==> config.mk <==
export PLATFORM = sky130hd
export DESIGN_NAME = fetch_pc_unit_flat
export DESIGN_NICKNAME = d
export VERILOG_FILES = /design/src/rtl/fetch_pc_unit_if.sv /design/src/rtl/fetch_pc_unit.sv /design/src/flat_wrapper.sv
export SDC_FILE = /design/constraint.sdc
export NUM_CORES = 1
export LEC_CHECK = 0
export ABC_AREA = 1
export ABC_CLOCK_PERIOD_IN_PS = 2100
export CAP_MARGIN = 5
export CORE_ASPECT_RATIO = 0.5
export CORE_MARGIN = 4
export CORE_UTILIZATION = 54
export DETAILED_ROUTE_END_ITERATION = 6
export PLACE_DENSITY = 0.86
export SLEW_MARGIN = 20
export SYNTH_ARGS = -nofsm -noshare
export SYNTH_HDL_FRONTEND = slang
export SYNTH_SLANG_ARGS = --single-unit
==> constraint.sdc <==
create_clock -name clk_pi -period 2.1 [get_ports clk_pi]
set_input_delay 0.42 -clock clk_pi [delete_from_list [all_inputs] [get_ports clk_pi]]
set_output_delay 0.42 -clock clk_pi [all_outputs]
set_load 0.05 [all_outputs]
==> src/rtl/fetch_pc_unit_if.sv <==
// Fetch-control bundle between the pipeline and fetch_pc_unit.
// The pipeline drives stall/halt/branch; the unit returns PC and status.
interface fetch_pc_unit_if #(
  parameter int PC_WIDTH = 16
);
  logic                stall_pi;
  logic                halt_pi;
  logic                is_branch_taken_pi;
  logic [PC_WIDTH-1:0] branch_target_pi;
  logic [PC_WIDTH-1:0] pc_po;
  logic                fetch_valid_po;
  logic                flush_po;
  logic                halted_po;
  logic [15:0]         branch_count_po;

  modport master (
    output stall_pi, halt_pi, is_branch_taken_pi, branch_target_pi,
    input  pc_po, fetch_valid_po, flush_po, halted_po, branch_count_po
  );

  modport slave (
    input  stall_pi, halt_pi, is_branch_taken_pi, branch_target_pi,
    output pc_po, fetch_valid_po, flush_po, halted_po, branch_count_po
  );
endinterface

==> src/rtl/fetch_pc_unit.sv <==
// Program counter with taken-branch redirect, timed squash window, stall,
// sticky halt and a saturating count of accepted branches.
module fetch_pc_unit #(
  parameter int                  PC_WIDTH    = 16,
  parameter logic [PC_WIDTH-1:0] RESET_PC    = '0,
  parameter int                  FLUSH_DEPTH = 2,
  parameter int                  COUNT_WIDTH = 16
) (
  input logic            clk_pi,
  input logic            reset_pi,
  fetch_pc_unit_if.slave bus
);

  typedef enum logic [1:0] {
    S_RUN,
    S_FLUSH,
    S_HALTED
  } state_t;

  localparam logic [2:0]  FLUSH_INIT = 3'(FLUSH_DEPTH);
  // Saturation ceiling; COUNT_WIDTH below 16 only shortens the counter for debug builds.
  localparam logic [15:0] COUNT_MAX  = 16'((32'd1 << COUNT_WIDTH) - 32'd1);

  state_t              r_state;
  state_t              w_state_next;
  logic [PC_WIDTH-1:0] r_pc;
  logic [PC_WIDTH-1:0] w_pc_next;
  logic [2:0]          r_flush_cnt;
  logic [2:0]          w_flush_cnt_next;
  logic [15:0]         r_branch_count;
  logic [15:0]         w_branch_count_next;

  always_ff @(posedge clk_pi or posedge reset_pi) begin
    if (reset_pi) begin
      r_state        <= S_RUN;
      r_pc           <= RESET_PC;
      r_flush_cnt    <= 3'd0;
      r_branch_count <= 16'd0;
    end else begin
      r_state        <= w_state_next;
      r_pc           <= w_pc_next;
      r_flush_cnt    <= w_flush_cnt_next;
      r_branch_count <= w_branch_count_next;
    end
  end

  always_comb begin
    w_state_next        = r_state;
    w_pc_next           = r_pc;
    w_flush_cnt_next    = r_flush_cnt;
    w_branch_count_next = r_branch_count;
    case (r_state)
      S_RUN: begin
        if (bus.halt_pi) begin
          w_state_next = S_HALTED;
        end else if (bus.is_branch_taken_pi) begin
          w_state_next     = S_FLUSH;
          w_pc_next        = bus.branch_target_pi;
          w_flush_cnt_next = FLUSH_INIT;
          if (r_branch_count != COUNT_MAX) begin
            w_branch_count_next = r_branch_count + 16'd1;
          end
        end else if (!bus.stall_pi) begin
          w_pc_next = r_pc + PC_WIDTH'(1);
        end
      end
      // Branch and stall inputs here belong to squashed instructions.
      S_FLUSH: begin
        if (bus.halt_pi) begin
          w_state_next     = S_HALTED;
          w_flush_cnt_next = 3'd0;
        end else begin
          w_flush_cnt_next = r_flush_cnt - 3'd1;
          if (r_flush_cnt == 3'd1) begin
            w_state_next = S_RUN;
          end
        end
      end
      S_HALTED: begin
        w_state_next = S_HALTED;
      end
      default: begin
        w_state_next = S_RUN;
      end
    endcase
  end

  assign bus.pc_po           = r_pc;
  assign bus.fetch_valid_po  = (r_state == S_RUN);
  assign bus.flush_po        = (r_state == S_FLUSH);
  assign bus.halted_po       = (r_state == S_HALTED);
  assign bus.branch_count_po = r_branch_count;

endmodule

==> src/flat_wrapper.sv <==
// flat-port wrapper written by rule: the top's interface ports become plain ports
module fetch_pc_unit_flat 
#(
  parameter int                  PC_WIDTH    = 16,
  parameter logic [PC_WIDTH-1:0] RESET_PC    = '0,
  parameter int                  FLUSH_DEPTH = 2,
  parameter int                  COUNT_WIDTH = 16
)
  (clk_pi, reset_pi, bus_stall_pi, bus_halt_pi, bus_is_branch_taken_pi, bus_branch_target_pi, bus_pc_po, bus_fetch_valid_po, bus_flush_po, bus_halted_po, bus_branch_count_po);
  fetch_pc_unit_if #(.PC_WIDTH(PC_WIDTH)) bus_i ();
  input logic clk_pi;
  input logic reset_pi;
  input wire logic [$bits(bus_i.stall_pi)-1:0] bus_stall_pi;
  input wire logic [$bits(bus_i.halt_pi)-1:0] bus_halt_pi;
  input wire logic [$bits(bus_i.is_branch_taken_pi)-1:0] bus_is_branch_taken_pi;
  input wire logic [$bits(bus_i.branch_target_pi)-1:0] bus_branch_target_pi;
  output wire logic [$bits(bus_i.pc_po)-1:0] bus_pc_po;
  output wire logic [$bits(bus_i.fetch_valid_po)-1:0] bus_fetch_valid_po;
  output wire logic [$bits(bus_i.flush_po)-1:0] bus_flush_po;
  output wire logic [$bits(bus_i.halted_po)-1:0] bus_halted_po;
  output wire logic [$bits(bus_i.branch_count_po)-1:0] bus_branch_count_po;
  assign bus_i.stall_pi = bus_stall_pi;
  assign bus_i.halt_pi = bus_halt_pi;
  assign bus_i.is_branch_taken_pi = bus_is_branch_taken_pi;
  assign bus_i.branch_target_pi = bus_branch_target_pi;
  assign bus_pc_po = bus_i.pc_po;
  assign bus_fetch_valid_po = bus_i.fetch_valid_po;
  assign bus_flush_po = bus_i.flush_po;
  assign bus_halted_po = bus_i.halted_po;
  assign bus_branch_count_po = bus_i.branch_count_po;
  fetch_pc_unit #(.PC_WIDTH(PC_WIDTH), .RESET_PC(RESET_PC), .FLUSH_DEPTH(FLUSH_DEPTH), .COUNT_WIDTH(COUNT_WIDTH)) u_core (.clk_pi(clk_pi), .reset_pi(reset_pi), .bus(bus_i));
endmodule
Word-level counts from Yosys, hierarchy flattened
Index checks and enable logic that the tools add are counted.
{"block": "word_totals", "inputBits": 21, "mem_count": 0, "out_inout_bits": 35, "wordCells": 34, "latch_bits": 0, "reg_bits": 37, "rom_bits": 0, "ram_bits": 0}
{"block": "op_classes", "mux": 11, "n_reduce_logical": 6, "n_lt_le_gt_ge": 0, "div_mod_pow": 0, "n_addsub": 3, "n_mul": 0, "shift": 0, "eq_ne": 9, "bitwise": 1}
{"cell": "16-bit by 1-bit adder with 16-bit output, second input constant", "count": 2}
{"cell": "16-bit 2-to-1 mux", "count": 2}
{"cell": "16-bit != test, second input constant", "count": 1}
{"cell": "3-bit 2-to-1 mux", "count": 3}
{"cell": "2-bit 2-to-1 mux", "count": 4}
{"cell": "2-bit one-hot mux with 3 select lines", "count": 1}
{"cell": "3-bit one-hot mux with 2 select lines", "count": 1}
{"cell": "3-bit AND reduction", "count": 2}
{"cell": "2-bit != test, second input constant", "count": 2}
{"cell": "4-bit AND reduction", "count": 1}
{"cell": "3-bit by 1-bit equality test with 1-bit output, second input constant", "count": 1}
{"cell": "3-bit by 2-bit != test with 1-bit output, second input constant", "count": 1}
{"cell": "3-bit != test, second input constant", "count": 1}
{"cell": "3-bit by 1-bit subtractor with 3-bit output, second input constant", "count": 1}
{"cell": "2-bit by 1-bit equality test with 1-bit output, second input constant", "count": 1}
{"cell": "2-bit equality test, second input constant", "count": 1}
{"cell": "2-bit zero test", "count": 1}
{"cell": "2-bit by 1-bit != test with 1-bit output, second input constant", "count": 1}
{"cell": "2-bit AND reduction", "count": 1}
{"cell": "2-bit nonzero test", "count": 1}
{"cell": "1-bit inverter", "count": 1}

Logic depth before layout (Yosys ltp)
Gate-level depths: netlist of run 1.
{"block": "depth", "ltp_word": 4, "depth_mapped": 10}

Worst setup path before layout of run 1
Ideal clock, no wire load.
{"block": "synth_path", "path_kind": "register to register", "from": "register u_core.r_state[1]", "to": "register u_core.r_pc[1], in the netlist u_core.bus.pc_po[1]", "path_slack_ps": 111, "setup_ps": 125, "required_ps": 1975, "stages_incl_launch_ff": 8, "period_less_slack_ps": 1989, "n_path_buf": 1, "arrival_ps": 1863, "path_cell_list": "dfrtp_1 -> nor2_1 -> nand3b_2 -> inv_1 -> nor2_4 -> buf_6 -> nand2_1 -> o31ai_1"}
{"block": "synth_between", "elab_chain_len": 2}
{"element": "from (decl)", "line": "fetch_pc_unit.sv:24", "source": "state_t r_state;"}
{"element": "from (signal assigned)", "line": "fetch_pc_unit.sv:40", "source": "r_state <= w_state_next;"}
{"element": "2-bit zero test"}
{"element": "via bus_fetch_valid_po", "line": "flat_wrapper.sv:18", "source": "output wire logic [$bits(bus_i.fetch_valid_po)-1:0] bus_fetch_valid_po;"}
{"element": "3-bit AND reduction (no line)"}
{"element": "to (signal assigned)", "line": "fetch_pc_unit.sv:41", "source": "r_pc <= w_pc_next;"}
{"element": "to (decl)", "line": "fetch_pc_unit.sv:26", "source": "logic [PC_WIDTH-1:0] r_pc;"}
The timed path passes the listed nets, and every way through them passes these cells.
A chain may end at the register's enable or synchronous reset.

Worst setup path after layout of run 1
{"block": "layout_path", "from": "register u_core.r_pc[10], in the netlist u_core.bus.pc_po[10]", "to": "output bus_pc_po[10]"}
{"element": "to (decl)", "line": "flat_wrapper.sv:17", "source": "output wire logic [$bits(bus_i.pc_po)-1:0] bus_pc_po;"}
No word-level cell between the ends.

==> reports/qor.txt, run 1 <==
maximum VDD drop: 0.5233 mV
DR vias/cell: 5.360
Critical Path, Cell by Cell: clkdlybuf4s50_1
worst setup path category: flip-flop to output port
fin. max-slew vios: 0
Area Growth Syn to Fin: 29.86%
Mapped Cells: 346
run status: finished clean
cts hold-fix bufs: 0
RSZ-0062 raised after global routing: no
Antenna diodes: 0
pwr dens: 813.7 nW/um^2
Synth top area share: 0.3803
Clock Skews: 6.524 ps
most frequent cells in the layout: 111 x nand2_1, 50 x clkdlybuf4s50_1, 46 x nor2_1
IO Count: 56
Synth area leader: dfrtp_1
utilization after layout: 0.7667
Die W: 103.0 um
number of global-route vias before repair: 2406
final hold vios: 0
Worst setup EP type: output port
YS warnings: 0
Synth area leaders: dfrtp_1 38%, nand2_1 17%, nor2_1 7.1%
Post-CTS Setup Bufs: 0
All-Layer GR Usage: 0.2252
relative slew slack: 0.6618
cell area after synthesis: 2435 sq um
Yosys cell types: 31
register area share after synthesis: 0.3803
root buffer cell: clkbuf_8
Mapped Avg Cell Area: 7.037 sq um
final setup fails: 0
I/O Buffers: 55
DIE AREA: 5712 sq um
CP peak stage delay: 850 ps
CP Data Required Time: 1680 ps
CP max FO: 7
commonest non-fill, non-tap cell in the layout: nand2_1
final global-route overflow total: 0
drt pass-1 iters: 4
post-route ant nets: 0
largest net degree at the start of global routing: 38
# nets final: 431
CP arrival: 1620 ps
CP top delay family: buffers and inverters
Leakage: 1.523 nW
#FFs+latches synth: 37
max cap viols: 0
hold path depth: 1
Crit. path cell count: 1
critical path buffer and inverter count: 1
clk sinks: 37
Core Footprint: 4124 sq um
Fmax achieved: 490.4 MHz
dpl hpwl: 4602 um
syn nets: 371
htree depth: 2
height of the die: 55.48 um
CTS tree: built
Hold/Removal Path Class: flip-flop to flip-flop
routability-driven placement congestion ratio: 0.8241
Period minus WS final: 2039 ps
worst-margin pin slew: 505.7 ps
Register-to-Register Path Depth: 8
violation count after the first detailed-route iteration: 105
CTS max path bufs: 2
CP Launch Type: flip-flop
Initial Util: 0.5904
share of layout cells above drive strength 1: 0.07371
CTS buffer count: 5
Final period util: 0.9710
CP max stage cell: clkdlybuf4s50_1
final wirelength: 6100 um
# DRC: 0
average wire per standard cell: 13.23 um
first-pass GRT wire length: 10490 um
clk_lat worst skew: 300 ps
Worst-path clk slew: 80 ps
setup TNS: 0 ps
initial antenna violation count: 0
vias post-DR: 2471
Core Rows: 16
==> sequential cells by signal, indices dropped and copies added (netlist names) <==
name                        cells
u_core.bus.branch_count_po     16
u_core.r_flush_cnt              3
u_core.bus.pc_po               16
u_core.r_state                  2
==> synth_stat cells (all sizes together) <==
| cell type | instances |
|---|---|
| o21a | 1 |
| buf | 4 |
| nand3 | 26 |
| dfrtp | 37 |
| nand3b | 3 |
| nand4 | 8 |
| inv | 43 |
| clkbuf | 2 |
| nor2 | 51 |
| ha | 4 |
| o21ai | 24 |
| o211ai | 4 |
| o31ai | 1 |
| nand2 | 116 |
| a21oi | 6 |
| xor2 | 3 |
| o22ai | 1 |
| xnor2 | 9 |
| nor3 | 3 |
==> routing by layer <==
layer,global-route usage,routed length (um)
met4,0.07934,105
met1,0.2869,2596
met5,0,0
met3,0.04020,409
met2,0.3810,2989
==> worst paths after layout <==
check	slack, ps	from	to
min reg2reg	510	u_core.r_state[0]	u_core.r_state[1]
min in group asynchronous	530	reset_pi	u_core.bus.branch_count_po[1]
min	510	u_core.r_state[0]	u_core.r_state[1]
max in group asynchronous	1220	reset_pi	u_core.bus.pc_po[1]
max	60	u_core.bus.pc_po[10]	bus_pc_po[10]
max reg2reg	430	u_core.bus.pc_po[1]	u_core.bus.pc_po[10]
==> metrics by stage <==
stage | std cells | total power (W) | area, sq um | hold slack [ps] | worst slack (ps)
floorplan | 346 | 0.001595 | 2435 | 469.5 | 111.5
global placement | 453 | 0.001919 | 3042 | 495.1 | 188.8
detailed placement | 453 | 0.001945 | 3042 | 509.7 | 66.16
CTS | 461 | 0.002586 | 3157 | 510.1 | 49.61
global route | 461 | 0.002704 | 3162 | 551.1 | 5.332
finish | 461 | 0.002573 | 3162 | 509.4 | 60.80
==> cell families after synthesis <==
logic type / Yosys count / synth area share
compound gates: 37 / 0.08736
simple gates: 207 / 0.3792
buf+inv: 49 / 0.08941
flops: 37 / 0.3803
fa+ha+maj: 4 / 0.02056
xor+xnor: 12 / 0.04317
==> report_power, final <==
group / total [W] / switching (W) / internal (W)
clock: 0.000638 / 0.000282 / 0.000356
combinational: 0.000957 / 0.000627 / 0.000330
sequential: 0.000978 / 0.000155 / 0.000824
total: 0.00257 / 0.00106 / 0.00151
==> final cells by class <==
class                           count  area, sq um
Fill cell                         332        962.2
Multi-Input combinational cell    260         1291
Clock inverter                      3        46.29
Inverter                           43        171.4
Sequential cell                    37        925.9
Tap cell                           54        67.56
Timing Repair Buffer               59        590.6
Clock buffer                        5        68.82
==> repair_timing <==
| action | in CTS | in global routing |
|---|---|---|
| endpoints found under the setup margin | 0 | 2 |
| hold endpoints to repair | 0 | 0 |
| resized for setup | 0 | 2 |
No activity file was read; power rests on OpenSTA's default activity.
==> run 2: changes to the inputs <==
Settings changed: ABC_AREA 1 to 0, CAP_MARGIN 5 to 10, CORE_UTILIZATION 54 to 52, GPL_ROUTABILITY_DRIVEN set to 0.
==> run 2 against run 1 <==
Worst setup slack improved by 7.5 ps. Count of clock-buffer cells in the layout increased by 1. Maximum frequency increased by 0.37%. Non-clock buffer count increased by 11. Sequential share of layout area increased by 2.2 points. Combinational power increased by 83%. Sequential cell count unchanged. Via count decreased by 14%. Clock power increased by 3.9%. Synthesized area decreased by 13%. Critical endpoint is now bus_pc_po[3].
==> reports/qor.txt, run 2 <==
run status: finished clean (unchanged)
CP Launch Type: flip-flop (unchanged)
number of global-route vias before repair: 2107 (was 2406)
first-pass GRT wire length: 9963 um (was 10490 um)
YS warnings: 0 (unchanged)
# DRC: 0 (unchanged)
EDFF count, synth: 0 (unchanged)
All-Layer GR Usage: 0.2412 (was 0.2252)
final setup fails: 0 (unchanged)
CP max stage cell: clkdlybuf4s50_1 (unchanged)
FF-to-FF End: u_core.bus.branch_count_po[1] (was u_core.bus.pc_po[10])
Critical Path, Cell by Cell: clkdlybuf4s50_1 (unchanged)
pwr dens: 1227 nW/um^2 (was 813.7 nW/um^2)
violation count after the first detailed-route iteration: 112 (was 105)
syn nets: 254 (was 371)
hold path depth: 1 (unchanged)
Fmax achieved: 492.2 MHz (was 490.4 MHz)
CP peak stage delay: 850 ps (about the same)
I/O Buffers: 55 (unchanged)
Clock Skews: 5.828 ps (was 6.524 ps)
Async SR Flop Fraction: 1.000 (unchanged)
most frequent cells in the layout: 49 x clkdlybuf4s50_1, 31 x dfrtp_1, 17 x buf_4 (was 111 x nand2_1, 50 x clkdlybuf4s50_1, 46 x nor2_1)
clk sinks: 37 (unchanged)
maximum VDD drop: 0.6830 mV (was 0.5233 mV)
Synth top area share: 0.4371 (was 0.3803)
Yosys cell types: 53 (was 31)
dpl hpwl: 4359 um (was 4602 um)
utilization after layout: 0.7603 (was 0.7667)
htree depth: 2 (unchanged)
commonest non-fill, non-tap cell in the layout: clkdlybuf4s50_1 (was nand2_1)
vias post-DR: 2136 (was 2471)
initial antenna violation count: 0 (unchanged)
Worst-path clk slew: 80 ps (about the same)
clk_lat worst skew: 290 ps (was 300 ps)
final hold vios: 0 (unchanged)
CP top delay family: buffers and inverters (unchanged)
Post-synth top cells: 37 x dfrtp_1, 16 x nand2_1, 16 x nand3_1, 16 x nor2_1, 15 x a21oi_1 (was 111 x nand2_1, 46 x nor2_1, 41 x inv_1)
fin. max-slew vios: 0 (unchanged)
drt pass-1 iters: 5 (was 4)
Hold Path End: u_core.bus.branch_count_po[0] (was u_core.r_state[1])
Final period util: 0.9675 (was 0.9710)
Synth area leader: dfrtp_1 (unchanged)
Die W: 98.26 um (was 103.0 um)
critical path buffer and inverter count: 1 (unchanged)
Register-to-Register Path Depth: 5 (was 8)
CP max FO: 7 (unchanged)
IO Count: 56 (unchanged)
Reg2Reg Setup Slack: 190 ps (was 430 ps)
RSZ-0062 raised after global routing: no (unchanged)
average wire per standard cell: 16.93 um (was 13.23 um)
max cap viols: 0 (unchanged)
Hold/Removal Path Class: flip-flop to flip-flop (unchanged)
Synth area leaders: dfrtp_1 44%, nand3_1 3.8%, a21oi_1 3.5% (was dfrtp_1 38%, nand2_1 17%, nor2_1 7.1%)
Core Rows: 16 (unchanged)
Antenna diodes: 0 (unchanged)
height of the die: 53.13 um (was 55.48 um)
relative slew slack: 0.6105 (was 0.6618)
Mapped Cells: 229 (was 346)
Worst setup EP type: output port (unchanged)
HP Start: u_core.bus.branch_count_po[0] (was u_core.r_state[0])
root buffer cell: clkbuf_8 (unchanged)
CP Data Required Time: 1680 ps (about the same)
setup TNS: 0 ps (unchanged)
Leakage: 1.232 nW (was 1.523 nW)
worst-margin pin slew: 580.4 ps (was 505.7 ps)
#FFs+latches synth: 37 (unchanged)
Area Growth Syn to Fin: 40.11% (was 29.86%)
worst reg2reg startpoint: u_core.bus.branch_count_po[0] (was u_core.bus.pc_po[1])
DR vias/cell: 6.085 (was 5.360)
Post-CTS Setup Bufs: 0 (unchanged)
CTS tree: built (unchanged)
DIE AREA: 5221 sq um (was 5712 sq um)
Initial Util: 0.5426 (was 0.5904)
cts hold-fix bufs: 0 (unchanged)
CTS buffer count: 5 (unchanged)
CP arrival: 1610 ps (was 1620 ps)
main flop type after synthesis: dfrtp_1 (unchanged)
CTS max path bufs: 2 (unchanged)
share of layout cells above drive strength 1: 0.1582 (was 0.07371)
register area share after synthesis: 0.4371 (was 0.3803)
Period minus WS final: 2032 ps (was 2039 ps)
# nets final: 321 (was 431)
final global-route overflow total: 0 (unchanged)
final wirelength: 5943 um (was 6100 um)
count leader, synth: dfrtp_1 (was nand2_1)
cell area after synthesis: 2118 sq um (was 2435 sq um)
Core Footprint: 3904 sq um (was 4124 sq um)
post-route ant nets: 0 (unchanged)
Mapped Avg Cell Area: 9.250 sq um (was 7.037 sq um)
largest net degree at the start of global routing: 38 (unchanged)
worst setup path category: flip-flop to output port (unchanged)
-- run 2: cell type report --
type	count	area (sq um)
Multi-Input combinational cell	173	1130
Fill cell	282	935.9
Sequential cell	37	933.4
Timing Repair Buffer	70	683.2
Clock inverter	2	37.54
Tap cell	54	67.56
Clock buffer	6	82.58
Inverter	9	33.78
-- run 2: power breakdown --
group | switching [W] | leakage, nW | internal (W)
Combinational | 0.00110 | 0.716 | 0.000651
Sequential | 0.000315 | 0.458 | 0.000914
Clock | 0.000277 | 0.0574 | 0.000387
-- run 2: logic make-up after synthesis --
| logic type | Yosys count | share of synthesized area |
|---|---|---|
| simple gates | 98 | 0.2540 |
| compound gates | 53 | 0.1666 |
| flops | 37 | 0.4371 |
| buf+inv | 19 | 0.03544 |
| xor+xnor | 10 | 0.04134 |
| mux | 8 | 0.04193 |
| fa+ha+maj | 4 | 0.02363 |
-- run 2: layer usage --
metal  share of wire  vias up  track usage
met4           0.017        0      0.06576
met3           0.066       19      0.05921
met2            0.51       89       0.4482
met5               0        -            0
met1            0.40     1036       0.2854
li1                -      992            -
-- run 2: worst max path at each step --
stage	start	endpoint	slack (ps)	cells after the start
detailed placement	bus_halt_pi	u_core.bus.branch_count_po[15]	-160	5
floorplan	u_core.bus.branch_count_po[8]	u_core.bus.branch_count_po[1]	20	5
finish	u_core.bus.pc_po[3]	bus_pc_po[3]	70	1
global route	u_core.bus.pc_po[3]	bus_pc_po[3]	20	1
CTS	u_core.bus.pc_po[2]	bus_pc_po[2]	7	1
global placement	bus_halt_pi	u_core.bus.branch_count_po[6]	-60	5
-- run 2: repair_timing --
item | 4_1_cts | 5_1_grt
endpoints found under the hold margin | 0 | 0
gates resized for setup | 0 | 2
setup endpoints to repair | 0 | 2
-- run 2: through the flow --
stage / power (W) / hold slack (ps) / setup slack, ps / instance area, sq um / cells
2_1_floorplan: 0.002329 / 488.9 / 24.78 / 2138 / 229
3_3_place_gp: 0.002922 / 501.7 / -63.71 / 2843 / 343
3_5_place_dp: 0.002979 / 517.8 / -155.9 / 2843 / 343
4_1_cts: 0.003648 / 528.5 / 6.798 / 2963 / 351
5_1_grt: 0.003824 / 542.3 / 23.21 / 2968 / 351
6_report: 0.003642 / 526.0 / 68.25 / 2968 / 351
